$ cat src/rtl/trap_reservation_station.sv
// Reservation station feeding the trap execution unit.
//
// Dispatch writes the lowest-index free entry. Operands that are not yet
// available wait on a producer tag and snoop the CDB. Ready entries are picked
// round-robin and sent out on the issue port.
//
// Build option: define TRAP_RS_OUT_REG_EN to put an output register on the
// issue path. Otherwise the issue outputs are driven combinationally from the
// selected entry.
//
// Ports:
//   clk, rst               clock, synchronous active-high reset
//   input_valid/ready      dispatch handshake; control is the decoded trap op
//   op{1,2}_valid/value    operand value, valid when the value is already known
//   op{1,2}_rs_id          producer tag, used when the matching valid bit is 0
//   cdb_valid/rs_id/result common data bus broadcast
//   output_valid/ready     issue handshake to the trap execution unit
//   rs_id_out, op1, op2    issued entry tag and operand values
//   control_out            issued decoded trap op

package trap_pkg;
  typedef struct packed {
    logic [4:0] to;       // trap condition mask
    logic       is_word;  // compare low 32 bits only
  } trap_decode_t;
endpackage

module trap_reservation_station
  import trap_pkg::*;
#(
  parameter int unsigned RS_ID_WIDTH = 5,
  parameter int unsigned RS_DEPTH    = 4,
  parameter int unsigned RS_OFFSET   = 0
) (
  input  logic                   clk,
  input  logic                   rst,
  input  logic                   input_valid,
  output logic                   input_ready,
  input  trap_decode_t           control,
  input  logic                   op1_valid,
  input  logic [31:0]            op1_value,
  input  logic [RS_ID_WIDTH-1:0] op1_rs_id,
  input  logic                   op2_valid,
  input  logic [31:0]            op2_value,
  input  logic [RS_ID_WIDTH-1:0] op2_rs_id,
  input  logic                   cdb_valid,
  input  logic [RS_ID_WIDTH-1:0] cdb_rs_id,
  input  logic [31:0]            cdb_result,
  output logic                   output_valid,
  input  logic                   output_ready,
  output logic [RS_ID_WIDTH-1:0] rs_id_out,
  output logic [31:0]            op1,
  output logic [31:0]            op2,
  output trap_decode_t           control_out
);

  localparam int unsigned IdxW = $clog2(RS_DEPTH);

  logic [RS_DEPTH-1:0]    busy_q;
  logic [RS_DEPTH-1:0]    rdy1_q, rdy2_q;
  trap_decode_t           ctrl_q [RS_DEPTH];
  logic [31:0]            val1_q [RS_DEPTH];
  logic [31:0]            val2_q [RS_DEPTH];
  logic [RS_ID_WIDTH-1:0] tag1_q [RS_DEPTH];
  logic [RS_ID_WIDTH-1:0] tag2_q [RS_DEPTH];
  logic [IdxW-1:0]        rr_ptr_q;

  logic                   dispatch;
  logic                   alloc_found;
  logic [IdxW-1:0]        alloc_idx;
  logic [RS_DEPTH-1:0]    elig;
  logic                   pick_found;
  logic [IdxW-1:0]        pick_idx;
  logic                   issue_fire;
  logic [IdxW-1:0]        issue_idx;
  logic [IdxW-1:0]        ptr_nxt;
  logic [RS_ID_WIDTH-1:0] issue_rs_id;
  logic                   byp1_hit, byp2_hit;

  assign input_ready = ~&busy_q;
  assign dispatch    = input_valid & input_ready;

  // Lowest-index free entry: scan downwards so index 0 wins.
  always_comb begin
    alloc_found = 1'b0;
    alloc_idx   = '0;
    for (int i = int'(RS_DEPTH) - 1; i >= 0; i--) begin
      if (!busy_q[i]) begin
        alloc_found = 1'b1;
        alloc_idx   = IdxW'(i);
      end
    end
  end

  assign elig = busy_q & rdy1_q & rdy2_q;

  // Round-robin pick starting at rr_ptr_q; scan offsets downwards so the
  // smallest offset from the pointer wins.
  always_comb begin
    logic [IdxW-1:0] cand;
    cand       = '0;
    pick_found = 1'b0;
    pick_idx   = '0;
    for (int k = int'(RS_DEPTH) - 1; k >= 0; k--) begin
      cand = IdxW'((int'(rr_ptr_q) + k) % int'(RS_DEPTH));
      if (elig[cand]) begin
        pick_found = 1'b1;
        pick_idx   = cand;
      end
    end
  end

  // Same-cycle CDB bypass for operands arriving with dispatch.
  assign byp1_hit = cdb_valid && (cdb_rs_id == op1_rs_id);
  assign byp2_hit = cdb_valid && (cdb_rs_id == op2_rs_id);

  assign ptr_nxt     = (issue_idx == IdxW'(RS_DEPTH - 1)) ? '0 : issue_idx + IdxW'(1);
  assign issue_rs_id = RS_ID_WIDTH'(RS_OFFSET + 32'(issue_idx));

  always_ff @(posedge clk) begin
    if (rst) begin
      busy_q   <= '0;
      rdy1_q   <= '0;
      rdy2_q   <= '0;
      rr_ptr_q <= '0;
      for (int unsigned i = 0; i < RS_DEPTH; i++) begin
        ctrl_q[i] <= '0;
        val1_q[i] <= '0;
        val2_q[i] <= '0;
        tag1_q[i] <= '0;
        tag2_q[i] <= '0;
      end
    end else begin
      for (int unsigned i = 0; i < RS_DEPTH; i++) begin
        if (busy_q[i] && !rdy1_q[i] && cdb_valid && (cdb_rs_id == tag1_q[i])) begin
          rdy1_q[i] <= 1'b1;
          val1_q[i] <= cdb_result;
        end
        if (busy_q[i] && !rdy2_q[i] && cdb_valid && (cdb_rs_id == tag2_q[i])) begin
          rdy2_q[i] <= 1'b1;
          val2_q[i] <= cdb_result;
        end
        if (issue_fire && (issue_idx == IdxW'(i))) begin
          busy_q[i] <= 1'b0;
        end
        // alloc_idx only ever names a non-busy entry, so this never collides
        // with the capture or free above.
        if (dispatch && alloc_found && (alloc_idx == IdxW'(i))) begin
          busy_q[i] <= 1'b1;
          ctrl_q[i] <= control;
          rdy1_q[i] <= op1_valid | byp1_hit;
          val1_q[i] <= op1_valid ? op1_value : (byp1_hit ? cdb_result : '0);
          tag1_q[i] <= op1_rs_id;
          rdy2_q[i] <= op2_valid | byp2_hit;
          val2_q[i] <= op2_valid ? op2_value : (byp2_hit ? cdb_result : '0);
          tag2_q[i] <= op2_rs_id;
        end
      end
      if (issue_fire) begin
        rr_ptr_q <= ptr_nxt;
      end
    end
  end

`ifdef TRAP_RS_OUT_REG_EN
  logic                   out_valid_q;
  logic [RS_ID_WIDTH-1:0] out_rs_id_q;
  logic [31:0]            out_op1_q, out_op2_q;
  trap_decode_t           out_ctrl_q;

  assign issue_idx  = pick_idx;
  assign issue_fire = pick_found & (~out_valid_q | output_ready);

  always_ff @(posedge clk) begin
    if (rst) begin
      out_valid_q <= 1'b0;
      out_rs_id_q <= '0;
      out_op1_q   <= '0;
      out_op2_q   <= '0;
      out_ctrl_q  <= '0;
    end else if (issue_fire) begin
      out_valid_q <= 1'b1;
      out_rs_id_q <= issue_rs_id;
      out_op1_q   <= val1_q[issue_idx];
      out_op2_q   <= val2_q[issue_idx];
      out_ctrl_q  <= ctrl_q[issue_idx];
    end else if (output_ready) begin
      out_valid_q <= 1'b0;
      out_rs_id_q <= '0;
      out_op1_q   <= '0;
      out_op2_q   <= '0;
      out_ctrl_q  <= '0;
    end
  end

  assign output_valid = out_valid_q;
  assign rs_id_out    = out_rs_id_q;
  assign op1          = out_op1_q;
  assign op2          = out_op2_q;
  assign control_out  = out_ctrl_q;
`else
  // While stalled, lock onto the offered entry so a newly ready entry that
  // sits earlier in round-robin order cannot change the outputs.
  logic            hold_q;
  logic [IdxW-1:0] hold_idx_q;
  logic            out_vld;

  assign issue_idx  = hold_q ? hold_idx_q : pick_idx;
  assign out_vld    = ~rst & (hold_q | pick_found);
  assign issue_fire = out_vld & output_ready;

  always_ff @(posedge clk) begin
    if (rst) begin
      hold_q     <= 1'b0;
      hold_idx_q <= '0;
    end else begin
      hold_q     <= out_vld & ~output_ready;
      hold_idx_q <= issue_idx;
    end
  end

  always_comb begin
    output_valid = 1'b0;
    rs_id_out    = '0;
    op1          = '0;
    op2          = '0;
    control_out  = '0;
    if (out_vld) begin
      output_valid = 1'b1;
      rs_id_out    = issue_rs_id;
      op1          = val1_q[issue_idx];
      op2          = val2_q[issue_idx];
      control_out  = ctrl_q[issue_idx];
    end
  end
`endif

endmodule

$ cat config.mk
export PLATFORM = sky130hd
export DESIGN_NAME = trap_reservation_station
export DESIGN_NICKNAME = d
export VERILOG_FILES = /design/src/rtl/trap_reservation_station.sv
export SDC_FILE = /design/constraint.sdc
export NUM_CORES = 1
export LEC_CHECK = 0
export BUFFER_PORTS_ARGS = -buffer_cell sky130_fd_sc_hd__buf_2
export CAP_MARGIN = 5
export CORE_MARGIN = 2
export CORE_UTILIZATION = 60
export CTS_CLUSTER_SIZE = 30
export DETAILED_ROUTE_END_ITERATION = 7
export MAX_ROUTING_LAYER = met4
export PLACE_DENSITY_LB_ADDON = 0.05
export REMOVE_ABC_BUFFERS = 1
export SETUP_SLACK_MARGIN = 0.5
export SLEW_MARGIN = 20
export SYNTH_ARGS = -nofsm -noshare
export SYNTH_HDL_FRONTEND = slang
export SYNTH_SLANG_ARGS = --single-unit
export TNS_END_PERCENT = 30
$ cat constraint.sdc
create_clock -name clk -period 6 [get_ports clk]
set_input_delay 0 -clock clk [delete_from_list [all_inputs] [get_ports clk]]
set_output_delay 0 -clock clk [all_outputs]
set_load 0.1 [all_outputs]
; ---- After elaboration in Yosys (flattened, before gate mapping)
; Memory sizes are Yosys's and may differ from the RTL's.
; Cells that the tools add are included.
[totals]
output_inout_bits = 77
in_bits = 124
mem_count = 5
elab_cells = 267
ff_bits = 17
mem_bits_rw = 320
[op_classes]
n_lt_le_gt_ge = 4
add_sub_neg = 4
reduce_logical = 59
n_mux = 125
bitwise = 39
n_eq_ne = 16
[mem_list]
columns = name, words, word_bits, rd, rd_clocked_by_memory_dff, write_ports, line_no
row1 = val1_q, 4, 32, 1, 0, 4, 62  ; logic [31:0] val1_q [RS_DEPTH];
row2 = val2_q, 4, 32, 1, 0, 4, 63  ; logic [31:0] val2_q [RS_DEPTH];
row3 = ctrl_q, 4, 6, 1, 0, 4, 61  ; trap_decode_t ctrl_q [RS_DEPTH];
row4 = tag1_q, 4, 5, 4, 0, 4, 64  ; logic [RS_ID_WIDTH-1:0] tag1_q [RS_DEPTH];
row5 = tag2_q, 4, 5, 4, 0, 4, 65  ; logic [RS_ID_WIDTH-1:0] tag2_q [RS_DEPTH];
[op_table]
columns = op, count
row1 = 32-bit 2-to-1 mux, 22
row2 = 1-bit 2-to-1 mux, 75
row3 = 5-bit equality test, 10
row4 = 5-bit 2-to-1 mux, 8
row5 = 1-bit logical AND, 35
row6 = 1-bit bitwise OR, 31
row7 = 6-bit 2-to-1 mux, 5
row8 = 2-bit nonzero test, 12
row9 = 2-bit 2-to-1 mux, 11
row10 = "2-bit by 3-bit < comparator with 1-bit output, second input constant", 4
row11 = 1-bit logical NOT, 9
row12 = 4-bit bitwise AND, 2
row13 = 1-bit binary-select mux with 2-bit select, 4
row14 = "2-bit equality test, second input constant", 4
row15 = "2-bit by 1-bit adder with 2-bit output, second input constant", 2
row16 = "2-bit adder, second input constant", 2
row17 = 1-bit bitwise AND, 4
row18 = "2-bit by 1-bit equality test with 1-bit output, second input constant", 2
row19 = 2-bit logical NOT, 2
row20 = 4-bit AND reduction, 1
row21 = 1-bit NOT, 2

; ---- Logic depth before layout (Yosys ltp)
[logic_depth]
word_depth = 14
depth_mapped = 10
mapped_depth_nobuf = 6

; ---- Least setup slack after synthesis
; OpenSTA, ideal clock, no wires.
[synth_timing]
path_type = register -> output
start = register busy_q[0]
end = output control_out[0] (netlist bit)
n_path_buf = 2
arrival_ns = 3.613
path_stages_with_launch = 9
t_required_ns = 6.000
path_slack_ns = 2.387
cell_sequence = dfxtp_1 -> buf_4 -> nand3_1 -> mux2_2 -> a31o_1 -> o22ai_4 -> nand2_4 -> buf_6 -> o22ai_1
[synth_rtl]
columns = element, line_no
row1 = start: declaration, 59  ; logic [RS_DEPTH-1:0] busy_q;
row2 = start signal: assignment, 122  ; busy_q <= '0;
row3 = start signal: indexed assignment, 144  ; busy_q[i] <= 1'b0;
row4 = start signal: indexed assignment, 149  ; busy_q[i] <= 1'b1;
row5 = end: declaration, 54  ; output trap_decode_t control_out

; ---- Final worst setup path
[layout_timing]
start = register busy_q[0]
end = output op2[29]
[layout_via]
elab_chain_len = 11
word_cells_on_any_way = 23
classes_between = mux (18) / bitwise (4) / memory (1)
[layout_rtl]
columns = element, line_no
row1 = 4-bit bitwise AND (*) (2 in series), 95  ; assign elig = busy_q & rdy1_q & rdy2_q;
row2 = 1-bit binary-select mux with 2-bit select, 106  ; if (elig[cand]) begin
row3 = 1-bit 2-to-1 mux (not written as such), 106
row4 = 2-bit 2-to-1 mux / 1-bit 2-to-1 mux (equally long branches) (4 in series), 106
row5 = 2-bit 2-to-1 mux / 1-bit bitwise OR (equally long branches), "208, 209"
row6 = memory read 4 x 32 bit / 1-bit bitwise AND (equally long branches), --
row7 = 32-bit 2-to-1 mux (*), 228  ; if (out_vld) begin
row8 = end: declaration, 53  ; output logic [31:0] op2,
; Mark *: on every way between the ends. The rest lies on a longest branch, timed or not. The select of a mux whose other input is x is not followed.

==> out/qor.yml <==
power.density_mw_per_mm2: 260
rr_startpoint: "busy_q[0]"
final_nets: 1837
p_leak_nw: 8.18
hold_class: "in -> reg"
power_mw: 5.48
fin_area_mm2: 0.0211
critPathKind: "reg -> out"
routedLengthMet1_um: 19100
core_area_mm2: 0.0285
dp.cells: 1881
die_y_um: 174
cts-root-buf: "clkbuf_16"
clk_latency_ps: 520
finalCritPeriodShare_pct: 64.9
vias: 13600
ys_seq_area_share_pct: 57.7
end_kind: "output pin"
slew-limit-headroom_pct: 27.5
syn_inst: 1430
wl_per_cell_um: 23.9
initial_utilization_pct: 60.6
multi_input_area_mm2: 0.00642
final_cells: 2126
synth_top_family_by_area: "compound AO/OA/AOI/OAI gates"
synth_top_area_share_pct: 55.7
required_ps: 6000
path_max_fanout: 51
worst_hold_slack_ps: 41.3
start_kind: "register"
hold_path_startpoint: "cdb_valid"
cts_inserted_buffers: 36
period_needed_ps: 3890
ys_types: 56
drtPass1Iterations: 6
cts_sinks: 337
place_area_mm2: 0.0181
async_flop_share_pct: 0
synth_area_leader_cell: "edfxtp_1"
fmax_mhz: 257
grt_pass1_vias: 13700
post_cts_resized: 0
area_growth_pct: 22.1
rsz0062_at_grt: "false"
drtIter0Drc: 1645
post_cts_buffers: 0
overflow: 0
ys_ff_latch: 337
drcViolationCount: 0
layout-drive-gt1-share_pct: 17.0
register_area_mm2: 0.00995
worst_slew_pin_slew_ps: 1080
ys.flop_type: "edfxtp_1"
reg2reg_slack_ps: 2460
final_util_pct: 73.9
path_clk_slew_ps: 60
maxSlewViolCount: 0
via_per_inst: 6.41
htreeDepth: 2
hold_violations: 0
cts_tree: "yes"
totalWireLength_um: 50900
antenna_found_initial: 3
rows: 62
synth_adder_area_share_pct: 0.0580
syn_avg_cell_area_um2: 12.1
fill_cells: 1939
io_pins: 201
die_area_mm2: 0.0301
yosys-top-cells-area: "edfxtp_1 56%, a22oi_1 8.4%, mux2i_1 8.2%"
hold_buffers: 178
yosys.area_share.simple_pct: 10.1
wl_met3_um: 4420
setup_viol: 0
maxCapViolCount: 0
yosys_warnings: 0
syn_area_mm2: 0.0172
place_hpwl_um: 28300
routabilityCongestion: 0.873
grt_use_total_pct: 34.4
startpoint: "busy_q[0]"
grt_pass1_wl_um: 77400
skew_ps: 17.8
synthMuxAreaShare_pct: 8.25
status: "complete, no violations"
clk_path_buf_depth: 3
synth_compound_area_share_pct: 16.0
met2_wirelength_um: 24800
highest_layer: "met4"
ant_nets: 0
synth_edf_count: 320
synth_xor_area_share_pct: 2.59
die_w_um: 174
vdd.ir_drop.worst_uv: 189
grt_max_degree: 73
arrival_ps: 3890
port_buffers: 197
[worst max-delay path: stages (launching register included)]
cell and delay [ps]:
dfxtp_1 390, nand3_1 190, nor2_1 80, o21ai_0 230, and3_4 820, buf_4 620, mux2i_1 150, o22ai_1 300
buf_2 510
[cell families after synthesis]
group	Yosys count
buf+inv	168
other cells	1
xor+xnor	51
simple gates	364
compound gates	366
mux	142
fa+ha+maj	1
flops	337
[layout make-up]
cell class / count / share of cell area (%)
sequential: 337 / 47.3
multi-input combinational: 927 / 30.5
timing repair buffer: 404 / 14.2
clock buffer: 48 / 4.74
tap: 384 / 2.28
clock inverter: 15 / 0.808
inverter: 7 / 0.125
antenna: 4 / 0.0475
[state kept, by name, summed over array words and instances, names as in the netlist]
register    flops
rdy2_q          4
val2_q        128
ctrl_q         24
rdy1_q          4
tag1_q         20
busy_q          4
rr_ptr_q        2
val1_q        128
tag2_q         20
hold_q          1
hold_idx_q      2
[placed cells by master, fill, tap and decap left out, drive strengths merged, types with 4 or more instances in the layout]
| master | instances |
|---|---|
| clkinv | 10 |
| and3 | 4 |
| bufinv | 4 |
| nor4 | 4 |
| o22ai | 74 |
| o21ai | 8 |
| edfxtp | 320 |
| xnor2 | 35 |
| mux2i | 141 |
| nor2b | 4 |
| dlygate4sd3 | 178 |
| clkbuf | 48 |
| nor2 | 213 |
| xor2 | 16 |
| diode | 4 |
| inv | 7 |
| or4 | 8 |
| buf | 226 |
| a22oi | 193 |
| nand2b | 5 |
| dfxtp | 17 |
| nand2 | 21 |
| a21o | 6 |
| nand4 | 11 |
| and2 | 76 |
| a22o | 64 |
| nand3 | 9 |
[cells in the mapped netlist (all sizes together) (3+ instances only)]
library cell,n
nor3b,3
and3,4
a22oi,193
edfxtp,320
nand2,21
mux2i,141
or4,8
a211oi,3
and2,76
nand3,9
xnor2,35
a22o,64
a21o,6
nor4,4
nand4,11
clkbuf,71
buf,90
o21ai,8
inv,7
xor2,16
nand2b,5
o22ai,74
dfxtp,17
a221oi,3
nor2,213
nor2b,4
[power by group]
group	total, mW	switching (mW)	internal (mW)	leakage, nW
logic	0.519	0.325	0.194	4.12
registers	2.74	0.0400	2.70	3.49
clock network	2.21	0.878	1.34	0.569
total	5.48	1.24	4.23	8.18
[worst paths after layout]
path	depth (start not counted)	to
setup / recovery	8	op2[29]
hold / removal	4	rdy2_q[1]
setup reg to reg	8	val1_q[3][17]
hold reg to reg	2	rdy1_q[0]
[stage by stage]
step                      setup TNS [ps]  setup WS (ps)
after floorplan                  -104650          -1480
after global placement                 0           2720
after detailed placement               0           2670
after CTS                              0           2140
after global routing                   0           1870
final                                  0           2110
[metal layers]
metal  global-route usage (%)  vias to the layer above
met5                        -                        -
met3                     4.87                      141
li1                         -                     6011
met4                     16.2                        0
met1                     42.6                     6636
met2                     56.3                      835
Power figures use the tool's default switching activity.
